## src/rtl/wb_arbiter_2m1s_pkg.sv

```systemverilog
// Shared types and bus widths for the two-master Wishbone arbiter.
package wb_arbiter_2m1s_pkg;

  localparam int WB_AW = 32;
  localparam int WB_DW = 32;
  localparam int WB_SW = 4;

  typedef enum logic [1:0] {
    ST_IDLE  = 2'd0,
    ST_GNT0  = 2'd1,
    ST_GNT1  = 2'd2,
    ST_DRAIN = 2'd3
  } arb_state_e;

endpackage

```

## src/rtl/wb_arbiter_2m1s_rr_pick2.sv

```systemverilog
// Combinational 2-way round-robin pick: on contention the master that was not granted last wins.
module rr_pick2 (
  input  logic [1:0] req,
  input  logic       last,
  output logic       gnt,
  output logic       valid
);

  assign valid = |req;
  assign gnt   = (req == 2'b11) ? ~last : req[1];

endmodule

```

## src/rtl/wb_arbiter_2m1s.sv

```systemverilog
// Two-master to one-slave pipelined Wishbone arbiter with grant held per master cycle.
// Optional bus-hang timeout is enabled by defining WB_ARB_TIMEOUT_EN.
module wb_arbiter_2m1s
  import wb_arbiter_2m1s_pkg::*;
#(
  parameter int MAX_OUTST   = 4,
  parameter int OUTST_W     = 3,
  parameter int TIMEOUT_CYC = 255
) (
  input  logic             wb_clk_i,
  input  logic             wb_rst_ni,
  input  logic             m0_wb_cyc_i,
  input  logic             m0_wb_stb_i,
  input  logic             m0_wb_we_i,
  input  logic [WB_AW-1:0] m0_wb_adr_i,
  input  logic [WB_DW-1:0] m0_wb_dat_i,
  input  logic [WB_SW-1:0] m0_wb_sel_i,
  output logic             m0_wb_stall_o,
  output logic             m0_wb_ack_o,
  output logic             m0_wb_err_o,
  output logic [WB_DW-1:0] m0_wb_dat_o,
  input  logic             m1_wb_cyc_i,
  input  logic             m1_wb_stb_i,
  input  logic             m1_wb_we_i,
  input  logic [WB_AW-1:0] m1_wb_adr_i,
  input  logic [WB_DW-1:0] m1_wb_dat_i,
  input  logic [WB_SW-1:0] m1_wb_sel_i,
  output logic             m1_wb_stall_o,
  output logic             m1_wb_ack_o,
  output logic             m1_wb_err_o,
  output logic [WB_DW-1:0] m1_wb_dat_o,
  output logic             s_wb_cyc_o,
  output logic             s_wb_stb_o,
  output logic             s_wb_we_o,
  output logic [WB_AW-1:0] s_wb_adr_o,
  output logic [WB_DW-1:0] s_wb_dat_o,
  output logic [WB_SW-1:0] s_wb_sel_o,
  input  logic             s_wb_stall_i,
  input  logic             s_wb_ack_i,
  input  logic             s_wb_err_i,
  input  logic [WB_DW-1:0] s_wb_dat_i
);

  if (MAX_OUTST >= (1 << OUTST_W) || TIMEOUT_CYC < 2) begin : g_param_check
    $error("wb_arbiter_2m1s: OUTST_W too narrow for MAX_OUTST or TIMEOUT_CYC < 2");
  end

  localparam logic [OUTST_W-1:0] OUTST_MAX = OUTST_W'(MAX_OUTST);

  arb_state_e         state;
  logic               last_gnt;
  logic [OUTST_W-1:0] outst;
  logic [OUTST_W-1:0] outst_next;
  logic               pick_gnt;
  logic               pick_valid;
  logic               at_limit;
  logic               live;
  logic               acc;
  logic               rsp;
  logic               tmo_fire;

  rr_pick2 u_pick (
    .req   ({m1_wb_cyc_i & m1_wb_stb_i, m0_wb_cyc_i & m0_wb_stb_i}),
    .last  (last_gnt),
    .gnt   (pick_gnt),
    .valid (pick_valid)
  );

  assign at_limit    = (outst == OUTST_MAX);
  assign live        = (outst != '0);
  assign acc         = s_wb_stb_o & ~s_wb_stall_i;
  // Responses with nothing outstanding are spurious and must not move the counter.
  assign rsp         = (s_wb_ack_i | s_wb_err_i) & live;
  assign m0_wb_dat_o = s_wb_dat_i;
  assign m1_wb_dat_o = s_wb_dat_i;

  always_comb begin
    // NOTE: every output gets a default before the case so no path can infer a latch.
    s_wb_cyc_o    = 1'b0;
    s_wb_stb_o    = 1'b0;
    s_wb_we_o     = 1'b0;
    s_wb_adr_o    = '0;
    s_wb_dat_o    = '0;
    s_wb_sel_o    = '0;
    m0_wb_stall_o = 1'b1;
    m0_wb_ack_o   = 1'b0;
    m0_wb_err_o   = 1'b0;
    m1_wb_stall_o = 1'b1;
    m1_wb_ack_o   = 1'b0;
    m1_wb_err_o   = 1'b0;
    unique case (state)
      ST_GNT0: begin
        s_wb_cyc_o    = m0_wb_cyc_i | live;
        s_wb_stb_o    = m0_wb_cyc_i & m0_wb_stb_i & ~at_limit;
        s_wb_we_o     = m0_wb_we_i;
        s_wb_adr_o    = m0_wb_adr_i;
        s_wb_dat_o    = m0_wb_dat_i;
        s_wb_sel_o    = m0_wb_sel_i;
        m0_wb_stall_o = s_wb_stall_i | at_limit;
        m0_wb_ack_o   = s_wb_ack_i & live;
        m0_wb_err_o   = (s_wb_err_i & live) | tmo_fire;
      end
      ST_GNT1: begin
        s_wb_cyc_o    = m1_wb_cyc_i | live;
        s_wb_stb_o    = m1_wb_cyc_i & m1_wb_stb_i & ~at_limit;
        s_wb_we_o     = m1_wb_we_i;
        s_wb_adr_o    = m1_wb_adr_i;
        s_wb_dat_o    = m1_wb_dat_i;
        s_wb_sel_o    = m1_wb_sel_i;
        m1_wb_stall_o = s_wb_stall_i | at_limit;
        m1_wb_ack_o   = s_wb_ack_i & live;
        m1_wb_err_o   = (s_wb_err_i & live) | tmo_fire;
      end
      ST_DRAIN: s_wb_cyc_o = 1'b1;
      default: ;
    endcase
  end

  always_comb begin
    outst_next = outst;
    if (acc && !rsp)      outst_next = outst + OUTST_W'(1);
    else if (rsp && !acc) outst_next = outst - OUTST_W'(1);
  end

  // last_gnt is updated at grant time; it is only consulted in IDLE, after the grant has ended.
  always_ff @(posedge wb_clk_i or negedge wb_rst_ni) begin
    if (!wb_rst_ni) begin
      state    <= ST_IDLE;
      last_gnt <= 1'b1;
      outst    <= '0;
    end else begin
      // NOTE: state registers use non-blocking assignments so every reader sees pre-edge values.
      outst <= outst_next;
      unique case (state)
        ST_IDLE: if (pick_valid) begin
          state    <= pick_gnt ? ST_GNT1 : ST_GNT0;
          last_gnt <= pick_gnt;
        end
        ST_GNT0:  if (!m0_wb_cyc_i) state <= (outst_next == '0) ? ST_IDLE : ST_DRAIN;
        ST_GNT1:  if (!m1_wb_cyc_i) state <= (outst_next == '0) ? ST_IDLE : ST_DRAIN;
        ST_DRAIN: if (outst_next == '0) state <= ST_IDLE;
        default:  state <= ST_IDLE;
      endcase
      if (tmo_fire) begin
        state <= ST_IDLE;
        outst <= '0;
      end
    end
  end

`ifdef WB_ARB_TIMEOUT_EN
  localparam int             TMO_W    = $clog2(TIMEOUT_CYC + 1);
  localparam logic [TMO_W-1:0] TMO_LAST = TMO_W'(TIMEOUT_CYC - 1);

  logic [TMO_W-1:0] tmo_cnt;

  always_ff @(posedge wb_clk_i or negedge wb_rst_ni) begin
    if (!wb_rst_ni)                                              tmo_cnt <= '0;
    else if (state == ST_IDLE || s_wb_ack_i || s_wb_err_i || tmo_fire) tmo_cnt <= '0;
    else if (live)                                               tmo_cnt <= tmo_cnt + TMO_W'(1);
  end

  // Fires in the TIMEOUT_CYC-th consecutive cycle with work outstanding and no response.
  assign tmo_fire = (state != ST_IDLE) && live && (tmo_cnt == TMO_LAST);
`else
  assign tmo_fire = 1'b0;
`endif

endmodule

```

## config.mk

```make
export PLATFORM = sky130hd
export DESIGN_NAME = wb_arbiter_2m1s
export DESIGN_NICKNAME = d
export VERILOG_FILES = /design/src/rtl/wb_arbiter_2m1s_pkg.sv /design/src/rtl/wb_arbiter_2m1s_rr_pick2.sv /design/src/rtl/wb_arbiter_2m1s.sv
export SDC_FILE = /design/constraint.sdc
export NUM_CORES = 1
export LEC_CHECK = 0
export BUFFER_PORTS_ARGS = -buffer_cell sky130_fd_sc_hd__buf_4
export CAP_MARGIN = 25
export CORE_AREA = 2 2 124 126
export DETAILED_ROUTE_END_ITERATION = 10
export DIE_AREA = 0 0 126 128
export GPL_ROUTABILITY_DRIVEN = 0
export PLACE_DENSITY = 0.49
export SYNTH_ARGS = -nofsm -noshare
export SYNTH_HDL_FRONTEND = slang
export SYNTH_SLANG_ARGS = --single-unit
```

## constraint.sdc

```tcl
create_clock -name wb_clk_i -period 2.3 [get_ports wb_clk_i]
set_clock_uncertainty 0.15 [all_clocks]
set_input_delay 0.345 -clock wb_clk_i [delete_from_list [all_inputs] [get_ports wb_clk_i]]
set_output_delay 0.345 -clock wb_clk_i [all_outputs]
set_load 0.02 [all_outputs]
```

-- Word level (Yosys, flattened, before mapping)
Index checks and enable logic that the tools add are counted.
- register bits after elaboration: 6
- latch bits: 0
- ROM bits: 0
- bits in writable memories: 0
- memories kept: 0
- logic and storage cells: 61
- output and inout port bits: 141
- mux-type cells: 22
- divide/modulo/power cells: 0
- multipliers: 0
- add/subtract/negate cells: 2
- shifts and indexed selects: 0
- reduce and logical (&&, ||, !) cells: 10
- bitwise logic cells: 15
- magnitude comparators: 0
- eq/ne operators: 9
- operators with widths (kind ; number):
    32-bit case mux with 2 select lines ; 2
    2-bit two-way mux ; 6
    1-bit bitwise AND ; 8
    2-bit inequality test, second input constant ; 4
    2-bit case mux with 4 select lines ; 1
    4-bit case mux with 2 select lines ; 1
    1-bit two-way mux ; 7
    2-bit == test, second input constant ; 3
    3-bit two-way mux ; 2
    1-bit bitwise OR ; 4
    1-bit case mux with 2 select lines ; 2
    4-bit AND reduction ; 1
    3-bit by 1-bit adder with 3-bit output, second input constant ; 1
    3-bit == test, second input constant ; 1
    3-bit zero test ; 1
    1-bit inverter ; 3
    1-bit case mux with 3 select lines ; 1
    3-bit nonzero test ; 1
    3-bit by 1-bit subtractor with 3-bit output, second input constant ; 1
    2-bit by 1-bit == test with 1-bit output, second input constant ; 1
    1-bit logical AND ; 2
    1-bit zero test ; 2
    2-bit zero test ; 1
    2-bit AND reduction ; 1
    2-bit OR reduction ; 1

-- Longest topological paths before layout
- word-level depth: 13
- gate-level depth with buffers: 9
- gate-level depth less buffers: 8

-- By module
From an unflattened synthesis, not the netlist that was laid out.
- cell total of the unflattened synthesis: 311
- area total of the unflattened synthesis: 2272.2 µm²
- by module, submodules not included (module ; instances ; cells each ; seq. area each (µm²) ; area each (µm²)):
    wb_arbiter_2m1s ; 1 ; 309 ; 151.4 ; 2258.4
    rr_pick2 ; 1 ; 2 ; 0.0 ; 13.8

-- Worst setup path after synthesis
No wires, ideal clock.
- kind: reg-to-output
- start point: register state[0]
- end point: output s_wb_dat_o[10]
- arrival: 1.814 ns
- data required time: 1.805 ns
- setup slack: -0.009 ns
- cell stages (with the launch flop): 8
- cell sequence: dfrtp_1 > inv_1 > ha_1 > buf_2 > clkbuf_1 > buf_1 > a22oi_1 > nor2b_1
- word-level cells in the longest chain between the ends: 2
- RTL lines (element ; RTL line ; source):
    start: declaration ; wb_arbiter_2m1s.sv:50 ; arb_state_e state;
    start signal: assignment ; wb_arbiter_2m1s.sv:136 ; state <= pick_gnt ? ST_GNT1 : ST_GNT0;
    start signal: assignment ; wb_arbiter_2m1s.sv:139 ; ST_GNT0: if (!m0_wb_cyc_i) state <= (outst_next == '0) ? ST_IDLE : ST_DRAIN;
    start signal: assignment ; wb_arbiter_2m1s.sv:140 ; ST_GNT1: if (!m1_wb_cyc_i) state <= (outst_next == '0) ? ST_IDLE : ST_DRAIN;
    2-bit == test / 2-bit by 1-bit == test with 1-bit output (equally long branches) ; wb_arbiter_2m1s.sv:91 ; unique case (state)
    32-bit case mux with 2 select lines (*) ; wb_arbiter_2m1s.sv:91 ;
    end: declaration ; wb_arbiter_2m1s.sv:36 ; output logic [WB_DW-1:0] s_wb_dat_o,
Every way passes the cells marked *; elsewhere a longest branch is shown, timed or not.

-- Worst setup path after layout
- start point: register state[0]
- end point: register state[0]
- word-level cells in the longest chain between the ends: 11
- RTL lines (element ; RTL line ; source):
    2-bit == test / 2-bit by 1-bit == test with 1-bit output (equally long branches) ; wb_arbiter_2m1s.sv:91, wb_arbiter_2m1s.sv:134 ;
    1-bit case mux with 2 select lines ; wb_arbiter_2m1s.sv:91 ;
    1-bit bitwise AND ; wb_arbiter_2m1s.sv:71 ; assign acc = s_wb_stb_o & ~s_wb_stall_i;
    1-bit zero test ; wb_arbiter_2m1s.sv:122 ; else if (rsp && !acc) outst_next = outst - OUTST_W'(1);
    1-bit logical AND ; wb_arbiter_2m1s.sv:122 ;
    3-bit two-way mux ; wb_arbiter_2m1s.sv:122 ;
    3-bit two-way mux ; wb_arbiter_2m1s.sv:121 ; if (acc && !rsp) outst_next = outst + OUTST_W'(1);
    3-bit zero test ; wb_arbiter_2m1s.sv:139, wb_arbiter_2m1s.sv:140, wb_arbiter_2m1s.sv:141 ;
    2-bit two-way mux ; wb_arbiter_2m1s.sv:139, wb_arbiter_2m1s.sv:140 ;
    2-bit two-way mux (on tied branches) ; wb_arbiter_2m1s.sv:140, wb_arbiter_2m1s.sv:139 ;
    2-bit case mux with 4 select lines ; wb_arbiter_2m1s.sv:134 ; unique case (state)
Parallel ways exist; a longest one is shown, timed or not. The select of a mux whose other input is x is not followed.
A chain may end at the register's enable or synchronous reset.

==> reports/qor.txt <==
Status: completed
Setup-failing EPs final: 0
Setup crit end kind: register
Overall Power: 5620 µW
Placed Cells: 639
Critical path, cell by cell: inv_2 -> ha_2 -> nand4_2 -> a21bo_2 -> mux2i_1 -> o211ai_1 -> a21boi_1 -> o22a_1
Vias: 2802
Kind of critical path: reg2reg
Worst slew margin: 0.696
Fin. max-slew vios: 0
Startpoint types: register
Unrepaired setup endpoints after global routing: yes
Endpoints failing hold: 0
CTS Sinks: 6
Initial antenna violation count: 0
Switching pwr: 2870 µW
Die span in x: 126 µm
Synth Cell Area: 2230 µm²
Family with the most delay on the worst path: compound AO/OA/AOI/OAI gates
Sequential area share after synthesis: 0.0679
LEAKAGE: 0.00182 µW
Worst EP arrival: 2.22 ns
Area Overhead vs Synth: 73.4%
Synthesized Nets: 496
DRT Wirelength: 11000 µm
R2r setup slk: 0.05 ns
CP Buf/Inv Count: 1
Vias in the first global route: 2731
# diodes: 0
Worst Tran Pin Value: 0.456 ns
Rows: 45
Initial DRC Count: 129
CTS Buffer Depth: 2
CTS clk-pin slew, worst paths: 0.03 ns
Overall Global Routing Usage: 0.121
FF+latch count, synth: 6
Core area: 14900 µm²
Synth warn: 0
Critical Path RT: 2.27 ns
DRC: 0
Internal power: 2750 µW
Seq pwr share: 0.040
PortBufs: 223
Gate power share: 0.906
HPWL after DPL: 9070 µm
Non-Filler Instances: 644
Fin crit share: 0.980
Die ar.: 16100 µm²
Critical Path Slowest Stage Cell: ha_2
TritonCTS clock tree: built
Die Y: 128 µm
Number of buffers created by CTS: 3
Setup repair bufs after CTS: 0
Average cell area after synthesis: 7.24 µm²
Routed Antenna Nets: 0
DRT Pass-1 Iters: 4
Clk root buf: clkbuf_16
Routed len/inst: 17.0 µm
Starting Density: 0.150
Via/cell ratio: 4.35
Max IR drop VDD: 0.569 mV
Largest net degree at the start of global routing: 43
Pwr per Cell Area: 1450 nW/µm²
CP max stage delay: 0.42 ns
Final Util: 0.260
Sw Ratio: 0.511
Synth unique cells: 41
Layout cells sized above 1: 0.603
GR Overflow Total: 0
Total number of H-tree levels: 1
Final Net Count: 645
Clock power frac: 0.054
Worst-skew pair later-pin latency: 0.24 ns
Io pins: 320
Global-route wire length before repair: 15500 µm
Min-Delay Path Class: in2reg
Final min period: 2.25 ns
MaxCap Viol Count: 0
Cells after synthesis: 308
Max Clock Freq: 0.444 GHz
Worst Path Max Fanout: 4
## synth_stat cells
library cell	n	area [µm²]
mux2i_1	2	20.0
ha_1	9	113
a222oi_1	1	10.0
and2_1	1	6.26
buf_4	65	488
o22a_1	2	17.5
a41oi_1	1	8.76
o211ai_1	2	15.0
nor3_1	1	5.00
clkbuf_1	17	63.8
nand4_2	1	12.5
and3_1	1	6.26
a21boi_1	1	7.51
or2_1	1	6.26
or4_1	1	7.51
o31ai_1	2	15.0
a22oi_1	71	533
a21oi_2	1	8.76
a21boi_2	1	11.3
a211o_1	2	17.5
xnor2_1	1	8.76
nor2_1	7	26.3
dfstp_2	1	26.3
buf_6	1	11.3
and2b_1	1	7.51
dfrtp_1	5	125
inv_1	8	30.0
nand2b_1	1	6.26
a31oi_1	1	6.26
o21ai_0	5	25.0
buf_1	5	18.8
buf_2	1	5.00
nand2_1	6	22.5
a21oi_1	2	10.0
a21o_1	3	22.5
nand4_1	1	6.26
a21bo_2	1	10.0
and3_2	4	30.0
nand3_1	1	5.00
nand4b_4	1	23.8
nor2b_1	69	432
## area by class of cell
cell class | count | area [µm²]
Fill cell | 1616 | 11000
Timing Repair Buffer | 233 | 1810
Multi-Input combinational cell | 205 | 1560
Tap cell | 188 | 235
Sequential cell | 6 | 151
Clock buffer | 4 | 78.8
Inverter | 8 | 30.0
## power groups by stage
stage,sequential (µW),clock (µW),combinational [µW]
after floorplan,227,0,3190
after global placement,217,0,4940
after detailed placement,220,0,4970
after CTS,219,306,5030
after global routing,232,314,5460
final,224,301,5090
## placed cells by master, fill, tap and decap left out, types with 2 or more instances in the layout
master,netlist,routed
ha_2,0,2
a22oi_1,71,68
o21ai_0,5,5
ha_1,9,5
o22a_1,2,2
a211o_1,2,2
nor2b_2,0,20
and3_2,4,4
a21o_1,3,3
dfrtp_1,5,5
inv_2,0,2
nor2_1,7,7
buf_4,65,226
ha_4,0,2
nand2_1,6,6
a21oi_1,2,2
nor2b_1,69,49
o31ai_1,2,2
clkbuf_16,0,3
inv_1,8,6
buf_12,0,4
a22oi_2,0,3
mux2i_1,2,2
o211ai_1,2,2
## final timing paths
kind	start	to	depth (start not counted)
worst max register to register	state[0]$_DFFE_PN0P_	state[0]$_DFFE_PN0P_	8
worst min-delay path	m0_wb_stb_i	last_gnt$_DFFE_PN1P_	2
min in group asynchronous	wb_rst_ni	outst[2]$_DFF_PN0_	2
worst min register to register	last_gnt$_DFFE_PN1P_	last_gnt$_DFFE_PN1P_	2
worst max-delay path	state[0]$_DFFE_PN0P_	state[0]$_DFFE_PN0P_	8
max in group asynchronous	wb_rst_ni	last_gnt$_DFFE_PN1P_	2
## state kept, by name (all words and copies together), names as in the netlist
register and count:
outst 3, last_gnt 1, state 2
## per-stage QoR
stage / hold WS, ns / worst slack [ns] / setup TNS, ns / cell area [µm²]
finish: 0.189 / 0.0459 / 0 / 3870
global route: 0.200 / -0.0188 / -0.0333 / 3870
CTS: 0.190 / 0.000179 / 0 / 3810
detailed placement: 0.0161 / 0.120 / 0 / 3720
global placement: 0.0124 / 0.170 / 0 / 3720
floorplan: -0.101 / 0.0705 / 0 / 2280
## logic make-up after synthesis
logic type      after synthesis  synth area share
xor+xnor                      1           0.00393
mux                           2           0.00897
buf+inv                      97             0.276
flops                         6            0.0679
compound gates               96             0.322
fa+ha+maj                     9            0.0505
simple gates                 97             0.270
## metal layers
layer | vias up | track usage | wire length, µm
li1 | 1332 | - | -
met1 | 1285 | 0.138 | 4060
met2 | 174 | 0.221 | 5730
met3 | 11 | 0.0367 | 1010
met4 | 0 | 0.0291 | 158
met5 | - | 0 | 0
## worst reg2reg max path: cells and delay by family (launching register included)
kind | cells | cell delay (ns)
muxes | 1 | 0.12
buffers and inverters | 1 | 0.07
and+or+nand+nor | 1 | 0.14
DFF | 1 | 0.35
AOI/OAI and AO/OA | 4 | 0.88
adders and majority gates | 1 | 0.42
## timing repair
item | CTS | global route
hold endpoints to repair | 6 | 0
endpoints found under the setup margin | 34 | 46
hold buffers | 1 | 0
gates resized for setup | 3 | 12
No activity file was read; power rests on OpenSTA's default activity.
